## config.mk

```make
export PLATFORM = sky130hd
export DESIGN_NAME = ram_clear_arbiter
export DESIGN_NICKNAME = d
export VERILOG_FILES = /design/src/rtl/ram_ctrl_pkg.sv /design/src/rtl/ram_sp_rf.sv /design/src/rtl/ram_clear_arbiter.sv
export SDC_FILE = /design/constraint.sdc
export NUM_CORES = 2
export LEC_CHECK = 0
export ABC_AREA = 1
export CELL_PAD_IN_SITES_DETAIL_PLACEMENT = 1
export CELL_PAD_IN_SITES_GLOBAL_PLACEMENT = 1
export CORE_MARGIN = 5
export CORE_UTILIZATION = 35
export CTS_CLUSTER_SIZE = 16
export DETAILED_ROUTE_END_ITERATION = 12
export PLACE_DENSITY_LB_ADDON = 0.1
export SYNTH_ARGS = -nofsm -noshare
export SYNTH_HDL_FRONTEND = slang
export SYNTH_HIERARCHICAL = 1
export SYNTH_SLANG_ARGS = --single-unit
```

## constraint.sdc

```tcl
create_clock -name clk -period 3.9 [get_ports clk]
set_clock_uncertainty 0.2 [all_clocks]
set_input_delay 0.585 -clock clk [delete_from_list [all_inputs] [get_ports clk]]
set_output_delay 0.585 -clock clk [all_outputs]
set_load 0.05 [all_outputs]
```

## src/rtl/ram_ctrl_pkg.sv

```systemverilog
// ram_ctrl_pkg: shared types and constants for the RAM clear/arbiter slice.
//   state_t        : controller state (SERVE, CLEAR)
//   PORT0 / PORT1  : requester IDs used by the round-robin pointer
//   DEF_*_WIDTH    : default RAM geometry
package ram_ctrl_pkg;

  typedef enum logic {
    SERVE = 1'b0,
    CLEAR = 1'b1
  } state_t;

  localparam logic PORT0 = 1'b0;
  localparam logic PORT1 = 1'b1;

  localparam int unsigned DEF_ADDR_WIDTH = 7;
  localparam int unsigned DEF_DATA_WIDTH = 16;

endpackage

```

## src/rtl/ram_sp_rf.sv

```systemverilog
// ram_sp_rf: single-port, read-first synchronous RAM with a registered output.
// Contents start at zero (configuration-time initialisation).
// Ports:
//   clk_i  clock, rising edge
//   we_i   write enable
//   a_i    address
//   di_i   write data
//   do_o   registered read data (old contents on a write)
module ram_sp_rf
  import ram_ctrl_pkg::*;
#(
  parameter int unsigned ADDR_WIDTH = DEF_ADDR_WIDTH,
  parameter int unsigned DATA_WIDTH = DEF_DATA_WIDTH
) (
  input  logic                  clk_i,
  input  logic                  we_i,
  input  logic [ADDR_WIDTH-1:0] a_i,
  input  logic [DATA_WIDTH-1:0] di_i,
  output logic [DATA_WIDTH-1:0] do_o
);

  localparam int unsigned DEPTH = 1 << ADDR_WIDTH;

  logic [DATA_WIDTH-1:0] mem_q [DEPTH] = '{default: '0};

  // Read and write in the same block: the read sees the pre-write contents.
  always_ff @(posedge clk_i) begin
    do_o <= mem_q[a_i];
    if (we_i) begin
      mem_q[a_i] <= di_i;
    end
  end

endmodule

```

## src/rtl/ram_clear_arbiter.sv

```systemverilog
// ram_clear_arbiter: shares one read-first single-port RAM between two
// requesters with round-robin arbitration, plus a clear sequencer that writes
// zero to every location.
// Optional feature macro: RAM_CLR_ON_RESET_EN -- when defined, reset release
// starts a full clear sweep before the first grant.
// Ports:
//   clk, rst_n                 clock / async active-low reset
//   clr_start                  one-cycle request to start a clear
//   clr_busy, clr_done         sweep running / one-cycle completion pulse
//   pN_req, pN_we, pN_addr,
//   pN_wdata                   requester N access (held until granted)
//   pN_gnt                     combinational grant, access happens this edge
//   pN_rvalid                  rd_data holds the result of port N's read
//   rd_data                    shared RAM output register
module ram_clear_arbiter
  import ram_ctrl_pkg::*;
#(
  parameter int unsigned ADDR_WIDTH = DEF_ADDR_WIDTH,
  parameter int unsigned DATA_WIDTH = DEF_DATA_WIDTH
) (
  input  logic                  clk,
  input  logic                  rst_n,
  input  logic                  clr_start,
  output logic                  clr_busy,
  output logic                  clr_done,
  input  logic                  p0_req,
  input  logic                  p0_we,
  input  logic [ADDR_WIDTH-1:0] p0_addr,
  input  logic [DATA_WIDTH-1:0] p0_wdata,
  output logic                  p0_gnt,
  output logic                  p0_rvalid,
  input  logic                  p1_req,
  input  logic                  p1_we,
  input  logic [ADDR_WIDTH-1:0] p1_addr,
  input  logic [DATA_WIDTH-1:0] p1_wdata,
  output logic                  p1_gnt,
  output logic                  p1_rvalid,
  output logic [DATA_WIDTH-1:0] rd_data
);

  localparam int unsigned DEPTH = 1 << ADDR_WIDTH;
  localparam logic [ADDR_WIDTH-1:0] LAST_ADDR = ADDR_WIDTH'(DEPTH - 1);

`ifdef RAM_CLR_ON_RESET_EN
  localparam state_t RST_STATE = CLEAR;
  localparam logic   RST_BUSY  = 1'b1;
`else
  localparam state_t RST_STATE = SERVE;
  localparam logic   RST_BUSY  = 1'b0;
`endif

  state_t                state_q;
  logic [ADDR_WIDTH-1:0] clr_cnt_q;
  logic                  clr_busy_q;
  logic                  clr_done_q;
  logic                  p0_rvalid_q;
  logic                  p1_rvalid_q;
  logic                  rr_last_q;

  logic                  serve_ok;
  logic                  ram_we;
  logic [ADDR_WIDTH-1:0] ram_a;
  logic [DATA_WIDTH-1:0] ram_di;

  // Grants and RAM port steering. clr_start blocks grants in its own cycle so
  // no access is in flight when the sweep begins.
  always_comb begin
    serve_ok = (state_q == SERVE) && !clr_start;
    p0_gnt   = serve_ok && p0_req && (!p1_req || (rr_last_q == PORT1));
    p1_gnt   = serve_ok && p1_req && (!p0_req || (rr_last_q == PORT0));

    ram_we = 1'b0;
    ram_a  = p0_addr;
    ram_di = p0_wdata;
    if (state_q == CLEAR) begin
      ram_we = 1'b1;
      ram_a  = clr_cnt_q;
      ram_di = '0;
    end else if (p1_gnt) begin
      ram_we = p1_we;
      ram_a  = p1_addr;
      ram_di = p1_wdata;
    end else if (p0_gnt) begin
      ram_we = p0_we;
    end
  end

  always_ff @(posedge clk or negedge rst_n) begin
    if (!rst_n) begin
      state_q     <= RST_STATE;
      clr_cnt_q   <= '0;
      clr_busy_q  <= RST_BUSY;
      clr_done_q  <= 1'b0;
      p0_rvalid_q <= 1'b0;
      p1_rvalid_q <= 1'b0;
      rr_last_q   <= PORT1;
    end else begin
      p0_rvalid_q <= p0_gnt && !p0_we;
      p1_rvalid_q <= p1_gnt && !p1_we;
      if (p0_gnt) begin
        rr_last_q <= PORT0;
      end else if (p1_gnt) begin
        rr_last_q <= PORT1;
      end

      clr_done_q <= 1'b0;
      case (state_q)
        SERVE: begin
          if (clr_start) begin
            state_q    <= CLEAR;
            clr_busy_q <= 1'b1;
            clr_cnt_q  <= '0;
          end
        end
        CLEAR: begin
          // clr_start is ignored here: the sweep neither restarts nor queues.
          if (clr_cnt_q == LAST_ADDR) begin
            state_q    <= SERVE;
            clr_busy_q <= 1'b0;
            clr_done_q <= 1'b1;
            clr_cnt_q  <= '0;
          end else begin
            clr_cnt_q <= clr_cnt_q + 1'b1;
          end
        end
      endcase
    end
  end

  assign clr_busy  = clr_busy_q;
  assign clr_done  = clr_done_q;
  assign p0_rvalid = p0_rvalid_q;
  assign p1_rvalid = p1_rvalid_q;

  ram_sp_rf #(
    .ADDR_WIDTH(ADDR_WIDTH),
    .DATA_WIDTH(DATA_WIDTH)
  ) u_ram (
    .clk_i(clk),
    .we_i (ram_we),
    .a_i  (ram_a),
    .di_i (ram_di),
    .do_o (rd_data)
  );

endmodule

```

Yosys cells after proc, flatten, opt, wreduce, memory -nomap -nowiden
Memory sizes are Yosys's and may differ from the RTL's. A register that Yosys moved wholly into a read port is not among the register bits.
Cells that the tools add are included.
Widths: inputs -> output; s select.
{"block": "classes", "n_addsub": 1, "multipliers": 0, "div_mod_pow": 0, "n_lt_le_gt_ge": 0, "eq_ne": 3, "shift": 0, "n_mux": 22, "bitwise": 2, "n_reduce_logical": 16}
{"cell": "$mux 16", "count": 2}
{"cell": "$mux 7", "count": 4}
{"cell": "$pmux 7 s2", "count": 1}
{"cell": "$mux 1", "count": 13}
{"cell": "$add 7x1->7 const B", "count": 1}
{"cell": "$eq 7x7->1 const B", "count": 1}
{"cell": "$logic_and 1x1->1", "count": 7}
{"cell": "$logic_not 1->1", "count": 5}
{"cell": "$pmux 1 s2", "count": 2}
{"cell": "$logic_or 1x1->1", "count": 2}
{"cell": "$ne 2x1->1 const B", "count": 1}
{"cell": "$ne 2x2->1 const B", "count": 1}
{"cell": "$not 1->1", "count": 2}
{"cell": "$reduce_and 2->1", "count": 1}
{"cell": "$reduce_bool 2->1", "count": 1}
{"block": "totals", "regBits": 13, "latch_bits": 0, "ram_bits": 2048, "romBits": 0, "inputBits": 53, "out_inout_bits": 22, "wordCells": 52, "n_memories": 1}
{"memory": "u_ram.mem_q", "words": 128, "word_bits": 16, "read_ports": 1, "rd_clocked_by_memory_dff": 1, "write_ports": 1, "line_no": "ram_sp_rf.sv:24", "source": "logic [DATA_WIDTH-1:0] mem_q [DEPTH] = '{default: '0};"}

Depth between registers and ports, before layout
{"block": "depth", "depth_word": 9, "mapped_depth": 23, "depth_no_buf": 19}

By module
Netlist, hierarchy kept.
{"mod": "ram_sp_rf", "n_inst": 1, "cells_each": 8619, "area_per_inst_um2": 86947.1, "seq_area_each_um2": 61819.3}
{"mod": "ram_clear_arbiter", "n_inst": 1, "cells_each": 166, "area_per_inst_um2": 1027.2, "seq_area_each_um2": 326.6}

Least setup slack after synthesis
OpenSTA, ideal clock, no wires.
{"block": "synth_path", "path_kind": "input to register", "from": "in clr_start", "to": "mem u_ram/mem_q[102][0] in the netlist's numbering, enable pin", "setup_ns": 0.388, "arrival_ns": 3.245, "required_time_ns": 3.312, "slack_ns": 0.066, "cell_stages": 9, "n_path_buf": 2, "path_cell_list": "nor2_4 > nand2_1 > a21oi_1 > nand2_1 > nand3_1 > clkbuf_1 > nand2_1 > clkbuf_1 > nor2_1"}
{"block": "synth_between", "elab_chain_cells": 9, "word_cells_on_any_way": 13, "classes_between": "7 x mux; 6 x reduce/logical"}
{"element": "start: declaration", "line_no": "ram_clear_arbiter.sv:23", "source": "input logic clr_start,"}
{"element": "$logic_not 1->1", "line_no": "ram_clear_arbiter.sv:68", "source": "serve_ok = (state_q == SERVE) && !clr_start;"}
{"element": "$logic_and 1x1->1", "line_no": "ram_clear_arbiter.sv:68"}
{"element": "$logic_and 1x1->1 (2 in a row)", "line_no": "ram_clear_arbiter.sv:69", "source": "p0_gnt = serve_ok && p0_req && (!p1_req || (rr_last_q == PORT1));"}
{"element": "net p0_gnt", "line_no": "ram_clear_arbiter.sv:30", "source": "output logic p0_gnt,"}
{"element": "$mux 1", "line_no": "ram_clear_arbiter.sv:83", "source": "end else if (p0_gnt) begin"}
{"element": "$mux 1", "line_no": "ram_clear_arbiter.sv:79", "source": "end else if (p1_gnt) begin"}
{"element": "$mux 1", "line_no": "ram_clear_arbiter.sv:75", "source": "if (state_q == CLEAR) begin"}
{"element": "net ram_we", "line_no": "ram_clear_arbiter.sv:61", "source": "logic ram_we;"}
{"element": "$mux 1", "line_no": "ram_sp_rf.sv:29", "source": "if (we_i) begin"}
{"element": "$mux 1 (not written as such)", "line_no": "ram_sp_rf.sv:30", "source": "mem_q[a_i] <= di_i;"}
{"element": "end: declaration", "line_no": "ram_sp_rf.sv:24"}
The timed path passes the listed nets, and every way through them passes these cells.

Final worst setup path
{"block": "layout_path", "from": "reg rr_last_q", "to": "reg u_ram.do_o[13] (read register of u_ram.mem_q)"}
{"block": "layout_between", "elab_chain_cells": 5}
{"element": "start: declaration", "line_no": "ram_clear_arbiter.sv:58", "source": "logic rr_last_q;"}
{"element": "start signal: assignment", "line_no": "ram_clear_arbiter.sv:96", "source": "rr_last_q <= PORT1;"}
{"element": "start signal: assignment", "line_no": "ram_clear_arbiter.sv:101", "source": "rr_last_q <= PORT0;"}
{"element": "start signal: assignment", "line_no": "ram_clear_arbiter.sv:103", "source": "rr_last_q <= PORT1;"}
{"element": "$not 1->1", "line_no": "ram_clear_arbiter.sv:70", "source": "p1_gnt = serve_ok && p1_req && (!p0_req || (rr_last_q == PORT0));"}
{"element": "$logic_or 1x1->1", "line_no": "ram_clear_arbiter.sv:70"}
{"element": "$logic_and 1x1->1", "line_no": "ram_clear_arbiter.sv:70"}
{"element": "$mux 7", "line_no": "ram_clear_arbiter.sv:79"}
{"element": "$mux 7", "line_no": "ram_clear_arbiter.sv:75"}
{"element": "net ram_a[1]", "line_no": "ram_clear_arbiter.sv:62", "source": "logic [ADDR_WIDTH-1:0] ram_a;"}
{"element": "end: declaration", "line_no": "ram_sp_rf.sv:19", "source": "output logic [DATA_WIDTH-1:0] do_o"}
The timed path passes the listed nets, and every way through them passes these cells.
A chain may end at the register's enable or synchronous reset.

==> results_dict.tcl <==
set metrics [dict create \
    status "finished clean" \
    synth_top_area_share_pct 69.9 \
    grt-ovfl-total 0 \
    grt_pass1_vias 64815 \
    die_area_mm2 0.261 \
    power_leakage_nw 45.1 \
    start_util_pct 35.1 \
    met1_usage_pct 31.5 \
    path_max_fanout 9 \
    vias_per_cell 4.89 \
    clock-root-buffer "clkbuf_16" \
    synth_fa_ha_area_share_pct 0.0142 \
    end_kind "flip-flop" \
    cts_max_path_buffers 3 \
    synthesis.area_mm2 0.0880 \
    rsz0062_at_grt "true" \
    fmax_mhz 266 \
    htree_levels 4 \
    worstHoldStart "p0_we" \
    dp_hpwl_mm 201 \
    synth-seq-area-share_pct 70.6 \
    synth.avg_cell_area_um2 10.0 \
    setup_tns_ps 0 \
    drt_first_pass_iters 5 \
    reg2regPathDepth 23 \
    placedCellCount 12436 \
    place_ws_ps -931 \
    fin_crit_sh_pct 96.6 \
    design_area_mm2 0.107 \
    cts_made_buffers 229 \
    start_kind "flip-flop" \
    hold_depth 2 \
    dr_total_vias 63006 \
    die_w_um 511 \
    ys_ff_latch 2077 \
    clk_pin_slew_ps 60 \
    fillers 27568 \
    finalSetupViolCount 0 \
    grtUsageMet2_pct 40.0 \
    ioPinCount 75 \
    synth_xor_xnor_area_share_pct 0.00996 \
    syn_inst 8785 \
    worstPathArrival_ps 4360 \
    synth_area_leaders "edfxtp_1 70%, nand2_1 25%, buf_2 1.5%" \
    crit_type "flip-flop to flip-flop" \
    drive_gt1_share_pct 11.2 \
    grt-busiest-layer "met2" \
    vdd_drop_max_v 0.000399 \
    slew_headroom_pct 34.0 \
    rrSetupSlack_ps 130 \
    synth.mux.area_fraction_pct 0 \
    grt.total_usage_pct 23.1 \
    stdcell_count 12880 \
    area_growth_pct 21.6 \
    worstSkewPairLatency_ps 860 \
    row_count 184 \
    worstHoldPathType "input port to flip-flop" \
    die_h_um 511 \
    grt_max_degree 125 \
    synth_top_family_by_area "simple AND/OR/NAND/NOR gates" \
    ff_latch_area_mm2 0.0621 \
    rr_startpoint "rr_last_q" \
    yosysWarnings 6 \
    yosys.area_share.simple_pct 26.4 \
    grt_pass1_wl_mm 450 \
    gp_congestion 0.805 \
    drv_cap 0 \
    clock_sinks 2077 \
    drt-wirelength-per-cell_um 24.2 \
    final-max-slew-violation-count 0 \
    finalHoldViolCount 0 \
    drc 0 \
    worstReg2RegEnd "u_ram/do_o[13]" \
    grtUsageMet3_pct 2.32 \
    coreArea_mm2 0.251 \
    holdPathEnd "p0_rvalid" \
    layout.nets 9388 \
    synth_cell_types 28 \
    drt_wl_total_mm 312 \
    timing.final.crit_period_ps 3770 \
    synth_compound_area_share_pct 0.152 \
    required_ps 4490 \
    place_area_mm2 0.0992 \
    cts_tree "yes" \
    p_per_area_mw_per_mm2 707 \
    tightest_slew_ps 990 \
    hold_ws_ps 101 \
    yosys.area.top_type "edfxtp_1" \
    multi_input_area_mm2 0.0237 \
    drt_iter0_drc 4510 \
    fin_ws_ps 135 \
    numPortBuffers 74 \
    antenna_found_initial 9 \
    syn_nets 8839 \
    ant_nets 0 \
]
==> kinds of logic (layout without fill, tap and decap cells) <==
kind of cell             after synthesis  in the layout
adder cells (fa/ha/maj)                1              1
flip-flops                          2077           2077
AND/OR/NAND/NOR                     6153           6153
AO/OA/AOI/OAI                         24             24
other                                  0              3
buffers and inverters                529           1273
XOR/XNOR                               1              1
==> synthesized netlist by cell type <==
cell / instances
clkinv_1: 3
or2_2: 12
nor2_1: 328
buf_1: 24
buf_2: 256
o21ai_0: 10
xnor2_1: 1
o211ai_1: 2
inv_1: 80
o21bai_1: 1
dfstp_2: 1
inv_2: 4
buf_6: 7
nand3_1: 63
a22o_1: 1
dfxtp_1: 16
a211oi_1: 1
clkbuf_1: 138
edfxtp_1: 2048
nand2_1: 5743
ha_1: 1
dfrtp_1: 12
a21oi_1: 9
nor2_4: 4
buf_4: 16
clkinv_2: 1
nand4_1: 2
nand3_4: 1
==> placed cells by master, fill, tap and decap left out, types with 11 or more instances in the layout <==
cell type,synthesis,final
buf_12,0,250
buf_4,16,420
bufinv_16,0,21
clkbuf_1,138,55
clkbuf_16,0,238
clkdlybuf4s50_1,0,73
clkinv_1,3,59
clkinv_2,1,43
dfrtp_1,12,11
dfxtp_1,16,16
edfxtp_1,2048,2048
inv_1,80,79
nand2_1,5743,5713
nand2_2,0,13
nand2_4,0,17
nand3_1,63,61
nor2_1,328,313
nor2_4,4,12
or2_2,12,12
==> power by group <==
part	switching [mW]	total, mW	leakage (nW)	internal [mW]
registers	0.378	25.7	19.2	25.3
logic	19.8	28.5	22.4	8.69
clock network	9.13	21.4	3.57	12.3
total	29.3	75.6	45.1	46.3
==> worst max-delay path, stage by stage (launching register included) <==
cell	delay, ps
dfstp_2	520
nand2_1	90
nand3_4	100
buf_4	160
clkinv_2	70
nand2_1	100
nand3_4	210
buf_12	220
inv_8	160
buf_16	160
buf_4	210
buf_12	150
buf_4	140
nand2_1	60
nand2_1	120
nand2_1	70
nand2_1	80
nand2_1	100
nand2_1	90
nor2_1	50
buf_4	160
nor2_1	260
nor2_1	90
nand2_1	80
==> through the flow <==
step | power (mW) | utilization [%]
floorplan | 40.3 | -
global placement | 54.2 | 39.6
detailed placement | 54.4 | 39.6
CTS | 76.1 | 42.6
global route | 79.7 | 42.7
finish | 75.6 | 42.7
==> routing by layer <==
layer / wire [um] / share of wire (%) / vias to the layer above
met5: 0 / 0 / -
met4: 7240 / 2.3 / 0
met3: 10200 / 3.3 / 338
met2: 153000 / 49 / 1056
met1: 141000 / 45 / 32144
li1: - / - / 29468
==> state kept, by name, summed over array words and instances, names as in the netlist <==
register	flops
u_ram/do_o	16
clr_cnt_q	7
state_q	1
rr_last_q	1
p0_rvalid	1
u_ram/mem_q	2048
clr_done	1
clr_busy	1
p1_rvalid	1
==> how the worst max path moves through the flow <==
stage               slack [ps]  startpoint  cells past startpoint             endpoint
floorplan                   70   clr_start                      9  u_ram/mem_q[102][0]
global placement          -920      p0_req                     23        u_ram/do_o[9]
detailed placement        -930   clr_start                     22        u_ram/do_o[9]
CTS                          3   rr_last_q                     21        u_ram/do_o[3]
global route               -30   rr_last_q                     22        u_ram/do_o[5]
finish                     130   rr_last_q                     23       u_ram/do_o[13]
==> area by class of cell <==
type / count / share of cell area (%)
Multi-Input combinational cell: 6179 / 22.1
Sequential cell: 2077 / 58.1
Timing Repair Buffer: 759 / 8.65
Clock inverter: 139 / 1.24
Tap cell: 3348 / 3.92
Clock buffer: 287 / 5.62
Antenna cell: 3 / 0.00702
Inverter: 88 / 0.335
==> repair_timing <==
action,CTS,global route
pin swaps,1,1
setup endpoints to repair,10,10
hold endpoints to repair,12,0
buffers inserted,2,6
gates cloned,0,6
resized for setup,24,11
hold buffers,1,0
(Power assumes the default switching activity.)
